### src/rtl/tdm_pkg.sv
// Shared TDM definitions: frame-lock FSM encoding and slot-width helper.
// Used by the demux here and by the matching mux/serialiser.
package tdm_pkg;

    typedef enum logic {
        HUNT   = 1'b0,
        LOCKED = 1'b1
    } tdm_state_e;

    // Slot counter width for n slots; at least one bit so a 2-slot frame still counts.
    function automatic int unsigned slot_width(input int unsigned n);
        return (n <= 2) ? 1 : $clog2(n);
    endfunction

endpackage

### src/rtl/tdm_slot_counter.sv
// Frame slot counter: loads 1 on a frame start, advances per beat and wraps after N_CH-1.
// last is registered alongside slot so the final slot is known without a decode.
module tdm_slot_counter
    import tdm_pkg::*;
#(
    parameter int unsigned N_CH   = 4,
    parameter int unsigned SLOT_W = slot_width(N_CH)
) (
    input  logic              clk,
    input  logic              rst,
    input  logic              en,
    input  logic              clear_to_one,
    output logic [SLOT_W-1:0] slot,
    output logic              last
);

    always_ff @(posedge clk or posedge rst) begin
        if (rst) begin
            slot <= '0;
            last <= 1'b0;
        end else if (clear_to_one) begin
            slot <= SLOT_W'(1);
            last <= (N_CH == 2);
        end else if (en) begin
            if (last) begin
                slot <= '0;
                last <= 1'b0;
            end else begin
                slot <= slot + SLOT_W'(1);
                last <= (slot == SLOT_W'(N_CH - 2));
            end
        end
    end

endmodule

### src/rtl/tdm_demux.sv
// Time-division demultiplexer: locks onto the slot-0 marker and steers each
// serial sample into its channel register, flagging framing violations.
module tdm_demux
    import tdm_pkg::*;
#(
    parameter int unsigned N_CH   = 4,
    parameter int unsigned DATA_W = 8
) (
    input  logic                     clk,
    input  logic                     rst,
    input  logic [DATA_W-1:0]        din,
    input  logic                     din_valid,
    input  logic                     frame_sync,
    output logic [N_CH*DATA_W-1:0]   dout,
    output logic [N_CH-1:0]          dout_valid,
    output logic                     frame_done,
    output logic                     locked,
    output logic                     sync_err
);

    localparam int unsigned SLOT_W = slot_width(N_CH);

    tdm_state_e        state;
    tdm_state_e        state_n;
    logic [SLOT_W-1:0] slot;
    logic              last;
    logic              cnt_en;
    logic              cnt_load;
    logic              wr_en;
    logic [SLOT_W-1:0] wr_slot;
    logic [N_CH-1:0]   valid_n;
    logic              frame_done_n;
    logic              sync_err_n;

    tdm_slot_counter #(
        .N_CH   (N_CH),
        .SLOT_W (SLOT_W)
    ) u_slot_counter (
        .clk          (clk),
        .rst          (rst),
        .en           (cnt_en),
        .clear_to_one (cnt_load),
        .slot         (slot),
        .last         (last)
    );

    always_ff @(posedge clk or posedge rst) begin
        if (rst) begin
            state <= HUNT;
        end else begin
            state <= state_n;
        end
    end

    // Next state, counter control and steering; idle cycles leave everything untouched.
    always_comb begin
        state_n      = state;
        cnt_en       = 1'b0;
        cnt_load     = 1'b0;
        wr_en        = 1'b0;
        wr_slot      = '0;
        frame_done_n = 1'b0;
        sync_err_n   = 1'b0;
        valid_n      = '0;
        if (din_valid) begin
            case (state)
                HUNT: begin
                    if (frame_sync) begin
                        wr_en    = 1'b1;
                        cnt_load = 1'b1;
                        state_n  = LOCKED;
                    end
                end
                LOCKED: begin
                    if (frame_sync) begin
                        // An early marker truncates the frame and restarts at slot 0.
                        wr_en      = 1'b1;
                        cnt_load   = 1'b1;
                        sync_err_n = (slot != '0);
                    end else if (slot != '0) begin
                        wr_en        = 1'b1;
                        wr_slot      = slot;
                        cnt_en       = 1'b1;
                        frame_done_n = last;
                    end else begin
                        sync_err_n = 1'b1;
                        state_n    = HUNT;
                    end
                end
            endcase
        end
        if (wr_en) begin
            valid_n[wr_slot] = 1'b1;
        end
    end

    always_ff @(posedge clk or posedge rst) begin
        if (rst) begin
            dout       <= '0;
            dout_valid <= '0;
            frame_done <= 1'b0;
            locked     <= 1'b0;
            sync_err   <= 1'b0;
        end else begin
            dout_valid <= valid_n;
            frame_done <= frame_done_n;
            locked     <= (state_n == LOCKED);
            sync_err   <= sync_err_n;
            for (int k = 0; k < int'(N_CH); k++) begin
                if (valid_n[k]) begin
                    dout[k*DATA_W +: DATA_W] <= din;
                end
            end
        end
    end

endmodule

### config.mk
export PLATFORM = sky130hd
export DESIGN_NAME = tdm_demux
export DESIGN_NICKNAME = d
export VERILOG_FILES = /design/src/rtl/tdm_pkg.sv /design/src/rtl/tdm_slot_counter.sv /design/src/rtl/tdm_demux.sv
export SDC_FILE = /design/constraint.sdc
export NUM_CORES = 1
export LEC_CHECK = 0
export CAP_MARGIN = 20
export CORE_MARGIN = 3
export CORE_UTILIZATION = 46
export CTS_CLUSTER_SIZE = 24
export DETAILED_ROUTE_END_ITERATION = 10
export PLACE_DENSITY_LB_ADDON = 0.15
export SLEW_MARGIN = 5
export SYNTH_ARGS = -nofsm -noshare
export SYNTH_HDL_FRONTEND = slang
export SYNTH_HIERARCHICAL = 1
export SYNTH_SLANG_ARGS = --single-unit
### constraint.sdc
create_clock -name clk -period 1.97 [get_ports clk]
set_input_delay 0.197 -clock clk [delete_from_list [all_inputs] [get_ports clk]]
set_output_delay 0.197 -clock clk [all_outputs]
set_load 0.02 [all_outputs]
---- Word-level counts from Yosys, hierarchy flattened ----
Index checks and enable logic that the tools add are counted.
storage, ports and cells
  register bits ........................... 42
  bits of input ports ..................... 12
  output and inout bits ................... 39
  logic and storage cells ................. 48
cells by class
  add/sub/neg operators ................... 1
  $lt $le $gt $ge ......................... 2
  eq/ne operators ......................... 1
  mux-type cells .......................... 30
  bitwise logic cells ..................... 1
  reduce and logical (&&, ||, !) cells .... 3
operator list
  cell                                                                number
  two-way mux 1 bit                                                   20
  two-way mux 2 bit                                                   7
  two-way mux 4 bit                                                   1
  nonzero test 2 bit                                                  2
  < comparator 2 x 3 -> 1 bit (second input constant)                 1
  adder 2 x 1 -> 2 bit (second input constant)                        1
  demux 1 bit (select 2 bit)                                          1
  == test 2 bit (second input constant)                               1
  greater-or-equal comparator 2 x 1 -> 1 bit (second input constant)  1
  one-hot mux 1 bit (2 select lines)                                  1
  logical AND 1 bit                                                   1
  NOT 1 bit                                                           1

---- Logic depth before layout (Yosys ltp) ----
Gate-level depths: netlist of the first run.
  depth after elaboration ................. 10
  gate-level depth with buffers ........... 6
  depth with buffers taken out ............ 6

---- By module ----
The synthesis of the first run kept the hierarchy.
modules (own cells, without submodules)
  module            times used  cells an instance  area each (um^2)  seq. area each (um^2)
  tdm_demux         1           95                 1544.0            975.9
  tdm_slot_counter  1           15                 153.9             75.1

---- Least setup slack after synthesis of the first run ----
No wires, ideal clock.
  path type ............................... register to register
  from .................................... reg u_slot_counter.slot[1]
  to ...................................... reg dout[24]
  library setup time ...................... 125 ps
  data arrival time ....................... 1658 ps
  required time ........................... 1845 ps
  path slack .............................. 187 ps
  stages on the path, launching flop included .. 7
  path buffers ............................ 1
  clock period less this slack ............ 1783 ps
  cells stage by stage .................... dfrtp_1 -> nor2_1 -> ha_1 -> and4bb_4 -> and3_4 -> buf_6 -> mux2_4
on the way
  cells in the longest elaborated chain, start to end .. 10
  elaborated cells between the ends (all ways) .. 15
  those cells by class .................... order compare (2); mux (11); reduce/logical (2)
RTL lines
  item                                                                                                                    line                    source
  start, declared                                                                                                         tdm_slot_counter.sv:13  output logic [SLOT_W-1:0] slot,
  start signal, assigned                                                                                                  tdm_slot_counter.sv:29  slot <= slot + SLOT_W'(1);
  nonzero test 2 bit                                                                                                      tdm_demux.sv:80         end else if (slot != '0) begin
  two-way mux 2 bit                                                                                                       tdm_demux.sv:80
  two-way mux 2 bit                                                                                                       tdm_demux.sv:75         if (frame_sync) begin
  two-way mux 2 bit                                                                                                       tdm_demux.sv:66         case (state)
  two-way mux 2 bit                                                                                                       tdm_demux.sv:65         if (din_valid) begin
  < comparator 2 x 3 -> 1 bit (implied by the code) / greater-or-equal comparator 2 x 1 -> 1 bit (equally long branches)  tdm_demux.sv:93         valid_n[wr_slot] = 1'b1;
  logical AND 1 bit (implied by the code)                                                                                 tdm_demux.sv:93
  two-way mux 1 bit (implied by the code)                                                                                 tdm_demux.sv:93
  demux 1 bit (select 2 bit)                                                                                              tdm_demux.sv:93
  two-way mux 4 bit *                                                                                                     tdm_demux.sv:92         if (wr_en) begin
  via valid_n[3]                                                                                                          tdm_demux.sv:31         logic [N_CH-1:0] valid_n;
  end signal, assigned by index                                                                                           tdm_demux.sv:111        dout[k*DATA_W +: DATA_W] <= din;
  end, declared                                                                                                           tdm_demux.sv:14         output logic [N_CH*DATA_W-1:0] dout,
Mark *: on every way through the listed nets, which the timed path passes. The rest lies on a longest branch.
A chain may end at the register's enable or synchronous reset.

---- Worst setup path in the final report of the first run ----
  from .................................... reg u_slot_counter.slot[0]
  to ...................................... reg dout[23]
on the way
  cells in the longest elaborated chain, start to end .. 10
  elaborated cells between the ends (all ways) .. 15
  those cells by class .................... order compare (2); mux (11); reduce/logical (2)
RTL lines
  item                                                                                                                    line
  nonzero test 2 bit                                                                                                      tdm_demux.sv:80
  two-way mux 2 bit                                                                                                       tdm_demux.sv:80
  two-way mux 2 bit                                                                                                       tdm_demux.sv:75
  two-way mux 2 bit                                                                                                       tdm_demux.sv:66
  two-way mux 2 bit                                                                                                       tdm_demux.sv:65
  < comparator 2 x 3 -> 1 bit (implied by the code) / greater-or-equal comparator 2 x 1 -> 1 bit (equally long branches)  tdm_demux.sv:93
  logical AND 1 bit (implied by the code)                                                                                 tdm_demux.sv:93
  two-way mux 1 bit (implied by the code)                                                                                 tdm_demux.sv:93
  demux 1 bit (select 2 bit)                                                                                              tdm_demux.sv:93
  two-way mux 4 bit *                                                                                                     tdm_demux.sv:92
Mark *: on every way between the ends. The rest lies on a longest branch, timed or not.

==> flow_summary_export.csv, run 1 <==
group,metric,value,unit
cts,cts_tree,"done",
logic_synthesis,netlist_instances,110,
route,first_pass_iters,4,
logic_synthesis,avgSynthCellArea,15.4,um^2
logic_synthesis,ys_warn_count,6,
cts,cts_resized,0,
worst_setup_path,worstSetupStartpoint,"u_slot_counter/slot[0]",
power,total_power,3.88,mW
route,drt-initial-drc-count,35,
cells_and_area,multi_input_area,602,um^2
sta,final_hold_viol_count,0,
floorplanning,ios,51,
cells_and_area,layout_common_cells,"50 x clkdlybuf4s50_1, 42 x dfrtp_1, 24 x mux2_2",
cts,cts_buffers,5,
sta,layout_worst_path_cycle_share,92.6,%
grt,grt_pass1_wl,5920,um
cells_and_area,final_nets,188,
sta,layout_min_cycle_time,1820,ps
sta,rsz0062_at_grt,"false",
status,status,"finished, final reports clean",
sta,fin_ws,146,ps
floorplanning,die-area,4460,um^2
sta,worst_slew_pin_slew,604,ps
sta,slew_viol_final,0,
run,cap_viol_max_count,0,
worst_setup_path,cp-end-kind,"register",
worst_setup_path,crit_path_max_fanout,9,
placement,hpwl,2630,um
worst_setup_path,worstPathRequired,2150,ps
route,wl_per_cell,15.9,um
cts,clk_path_buf_depth,2,
route,viasPerCell,5.00,
cts,cts_hold_buf,0,
route,drt-total-wl,3500,um
worst_setup_path,cp.arrival,2010,ps
logic_synthesis,yosys.area.top_type,"dfrtp_1",
grt,antenna_found_initial,0,
grt,grt_max_degree,40,
cts,clk_latency,300,ps
cells_and_area,seq_area,1050,um^2
cts,h-tree-depth,2,
hold_path,min_path_type,"in2async",
grt,track_usage,18.8,%
floorplanning,coreArea,3440,um^2
logic_synthesis,ys_ff_latch,42,
logic_synthesis,ys_seq_area_share,61.9,%
worst_setup_path,reg2reg_depth,5,
cts,cts-root-buf,"clkbuf_8",
worst_setup_path,r2r_start,"u_slot_counter/slot[0]",
logic_synthesis,synthDominantCellAreaShare,61.9,%
worst_setup_path,rrSetupSlack,150,ps
cells_and_area,syn2layout_area_growth,40.8,%
cells_and_area,stdcell_count,220,
cts,postCtsSetupBuffers,0,
logic_synthesis,synth_cell_types,22,
floorplanning,initial_core_util,49.3,%
placement,post-place-ws,-100,ps
floorplanning,die_w,66.8,um
floorplanning,rows,21,
sta,finalClockSkew,10.2,ps
route,vias,1100,
cells_and_area,antenna_cells,0,
power,power.static_leakage,1.09,nW
route,drc,0,
sta,finalSetupViolCount,0,
cts,clk_pin_slew,90,ps
cells_and_area,drive_gt1_share,31.0,%
route,drtAntennaViolNets,0,
logic_synthesis,synth.area.top_cells,"dfrtp_1 62%, mux2_2 16%, mux2_4 7.1%",
cells_and_area,fillers,256,
worst_setup_path,critPathLaunchType,"register",
sta,max_freq,548,MHz
logic_synthesis,syn-num-nets,125,
worst_setup_path,critPathCapture,"dout[23]",
floorplanning,die_h,66.8,um
cts,clock_sinks,42,
grt,grt_overflow,0,
sta,relSlewSlack,59.6,%
cells_and_area,final_common_cell,"clkdlybuf4s50_1",
grt,grt_pass1_vias,1178,
placement,gp_congestion,0.799,
placement,io_buffers,50,
worst_setup_path,path_class,"reg2reg",
logic_synthesis,syn_area,1700,um^2
power,powerDensity,1620,nW/um^2
worst_setup_path,r2r-end,"dout[23]",
placement,dp.cells,212,
power,irDropWorstVdd,0.858,mV
## synthesized netlist by cell type
master    number
inv_1          9
o211ai_1       1
dfrtp_1       42
and2_2         1
o211ai_2       1
and4bb_4       1
nor4b_1        1
buf_6          1
mux2_4         8
nand3b_1       1
a31oi_1        1
or3b_1         2
a21oi_1        2
mux2_2        24
nand3b_2       2
nor3b_1        1
nand2b_1       2
nor2_1         3
and3_4         1
and3_2         1
nand2_1        2
ha_1           3
## critical path, stage by stage (launching register included)
cell,delay [ps]
dfrtp_1,400
nor2_1,220
ha_1,210
and4bb_4,250
nand3b_2,250
mux2_2,380
## worst min-delay path by stage
stage	endpoint	cells after the start	startpoint
3_5_place_dp	u_slot_counter/last	2	rst
6_report	u_slot_counter/last	2	rst
5_1_grt	u_slot_counter/slot[0]	2	rst
3_3_place_gp	u_slot_counter/last	2	rst
4_1_cts	u_slot_counter/last	2	rst
2_1_floorplan	u_slot_counter/last	1	rst
## per-stage QoR
step	area (um^2)	utilization [%]	hold WS [ps]	TNS, ps
finish	2390	69.4	78.4	0
global route	2390	69.4	75.7	0
CTS	2390	69.4	75.8	0
detailed placement	2300	66.7	407	-2130
global placement	2300	66.7	398	-887
floorplan	1700	-	-49.4	0
## cell families after synthesis
logic type	after synthesis	share of synthesized area [%]
flip-flops	42	61.9
multiplexers	32	23.0
AND/OR/NAND/NOR	18	8.11
buffers and inverters	10	2.65
AO/OA/AOI/OAI	5	2.14
adder cells (fa/ha/maj)	3	2.21
## routing by layer
layer | GRT usage [%] | routed length [um] | part of all wire (%)
met4 | 8.38 | 64 | 1.8
met5 | 0 | 0 | 0
met3 | 7.59 | 253 | 7.2
met2 | 29.1 | 1720 | 49
met1 | 22.8 | 1460 | 42
## cell type report
| class | instances | share of cell area, % |
|---|---|---|
| clock buffer | 5 | 2.88 |
| clock inverter | 3 | 0.995 |
| inverter | 9 | 1.41 |
| multi-input combinational | 58 | 25.2 |
| sequential | 42 | 44.0 |
| tap | 46 | 2.41 |
| timing repair buffer | 57 | 23.1 |
## power by group
group          total [mW]  switching [mW]  internal [mW]
logic                1.87           0.848           1.02
registers            1.44           0.207           1.23
clock network       0.569           0.316          0.253
total                3.88            1.37           2.51
## state kept, by name (all words and copies together) (netlist names)
| register | flops |
|---|---|
| dout | 32 |
| dout_valid | 4 |
| frame_done | 1 |
| locked | 1 |
| sync_err | 1 |
| u_slot_counter/last | 1 |
| u_slot_counter/slot | 2 |
No activity file was read; power rests on OpenSTA's default activity.
==> run 2: changes to the inputs <==
RECOVER_POWER = 25   (was default)
SLEW_MARGIN = default   (was 5)
==> flow_summary_export.csv, run 2 (synthesis gave the netlist of run 1 again) <==
group,metric,value,unit
worst_setup_path,path_class,"reg2reg",
cells_and_area,largest_reg_flops,32,
route,drt-initial-drc-count,35,
cells_and_area,multi_input_area,602,um^2
placement,gp_congestion,0.799,
floorplanning,die_w,66.8,um
worst_setup_path,cp-end-kind,"register",
grt,grt_pass1_vias,1178,
sta,max_freq,548,MHz
grt,grt_pass1_wl,5920,um
cts,cts_resized,0,
route,drc,0,
route,first_pass_iters,4,
floorplanning,rows,21,
power,irDropWorstVdd,0.858,mV
hold_path,min_path_type,"in2async",
route,drtAntennaViolNets,0,
cells_and_area,fin_area,2390,um^2
placement,io_buffers,50,
placement,placed_cell_area,2300,um^2
route,drt-total-wl,3500,um
cts,cts-root-buf,"clkbuf_8",
cells_and_area,final_common_cell,"clkdlybuf4s50_1",
worst_setup_path,reg2reg_depth,5,
grt,antenna_found_initial,0,
placement,hpwl,2630,um
route,viasPerCell,5.01,
cts,h-tree-depth,2,
cells_and_area,fillers,257,
cells_and_area,layout_common_cells,"49 x clkdlybuf4s50_1, 42 x dfrtp_1, 24 x mux2_2",
worst_setup_path,cp.arrival,2010,ps
worst_setup_path,r2r-end,"dout[23]",
sta,whs,212,ps
worst_setup_path,critPathLaunchType,"register",
status,status,"finished, final reports clean",
sta,worst_slew_pin_slew,912,ps
sta,relSlewSlack,39.2,%
cells_and_area,drive_gt1_share,31.0,%
sta,slew_viol_final,0,
sta,finalClockSkew,10.3,ps
cells_and_area,antenna_cells,0,
cells_and_area,top_regs,"dout x32, dout_valid x4, u_slot_counter/slot x2",
grt,grt_max_degree,40,
cells_and_area,regMostFlops,"dout",
cts,cts_tree,"done",
floorplanning,initial_core_util,49.3,%
sta,layout_min_cycle_time,1820,ps
sta,finalSetupViolCount,0,
cts,clk_latency,300,ps
floorplanning,die-area,4460,um^2
sta,finalSetupTns,0,ps
cts,cts_buffers,5,
worst_setup_path,worstPathRequired,2150,ps
route,vias,1102,
cts,postCtsSetupBuffers,0,
cells_and_area,post-route-util,69.4,%
cells_and_area,final_nets,188,
cts,clk_path_buf_depth,2,
cells_and_area,syn2layout_area_growth,40.6,%
cts,clk_pin_slew,90,ps
sta,final_hold_viol_count,0,
worst_setup_path,crit_path_max_fanout,9,
cells_and_area,seq_area,1050,um^2
power,power.static_leakage,1.09,nW
run,cap_viol_max_count,0,
cts,clock_sinks,42,
grt,track_usage,18.8,%
worst_setup_path,r2r_start,"u_slot_counter/slot[0]",
floorplanning,die_h,66.8,um
route,wl_per_cell,15.9,um
sta,rsz0062_at_grt,"false",
grt,grt_overflow,0,
floorplanning,ios,51,
worst_setup_path,rrSetupSlack,150,ps
floorplanning,coreArea,3440,um^2
cts,cts_hold_buf,0,
power,powerDensity,1620,nW/um^2
sta,layout_worst_path_cycle_share,92.6,%
run 2: changes by cell type in the layout (fill, tap and decap cells not counted), sizes merged:
cell           change
clkbuf             +1
clkdlybuf4s50      -1
buf                -1
dlygate4sd3        +1
run 2: per-layer routing:
metal | vias up | share of wire, % | GRT usage (%)
li1 | 508 | - | -
met4 | 0 | 1.8 | 8.38
met1 | 554 | 42 | 22.8
met2 | 35 | 49 | 29.1
met3 | 5 | 7.2 | 7.59
met5 | - | 0 | 0
run 2: worst max path at each step:
stage                                 from        to  slack [ps]  depth (start not counted)
global route        u_slot_counter/slot[0]  dout[23]          90                          5
finish              u_slot_counter/slot[0]  dout[23]         150                          5
CTS                 u_slot_counter/slot[0]  dout[13]         160                          5
global placement                frame_sync  dout[24]         -40                          6
detailed placement              frame_sync  dout[13]        -100                          6
floorplan           u_slot_counter/slot[1]  dout[24]         190                          6
run 2: stage by stage:
step                      total power [mW]  std cells  worst slack (ps)
after CTS                             3.92        220               160
after global routing                  4.12        220              93.7
final                                 3.88        220               146
after floorplan                       2.42        110               187
after global placement                3.28        212             -41.4
after detailed placement              3.35        212              -100
run 2: cell type report:
class | count | share of cell area, %
sequential | 42 | 44.0
timing repair buffer | 57 | 23.1
clock inverter | 3 | 0.996
tap | 46 | 2.41
clock buffer | 5 | 2.88
inverter | 9 | 1.42
multi-input combinational | 58 | 25.2
run 2: where the power goes:
part / switching (mW) / total (mW) / internal (mW) / leakage [nW]
logic: 0.848 / 1.87 / 1.02 / 0.528
registers: 0.207 / 1.44 / 1.23 / 0.523
clock network: 0.316 / 0.569 / 0.253 / 0.0408
total: 1.37 / 3.88 / 2.51 / 1.09
run 2: critical path, cell delays in order, from the launching register on:
cell,delay (ps)
dfrtp_1,400
nor2_1,220
ha_1,210
and4bb_4,250
nand3b_2,250
mux2_2,380
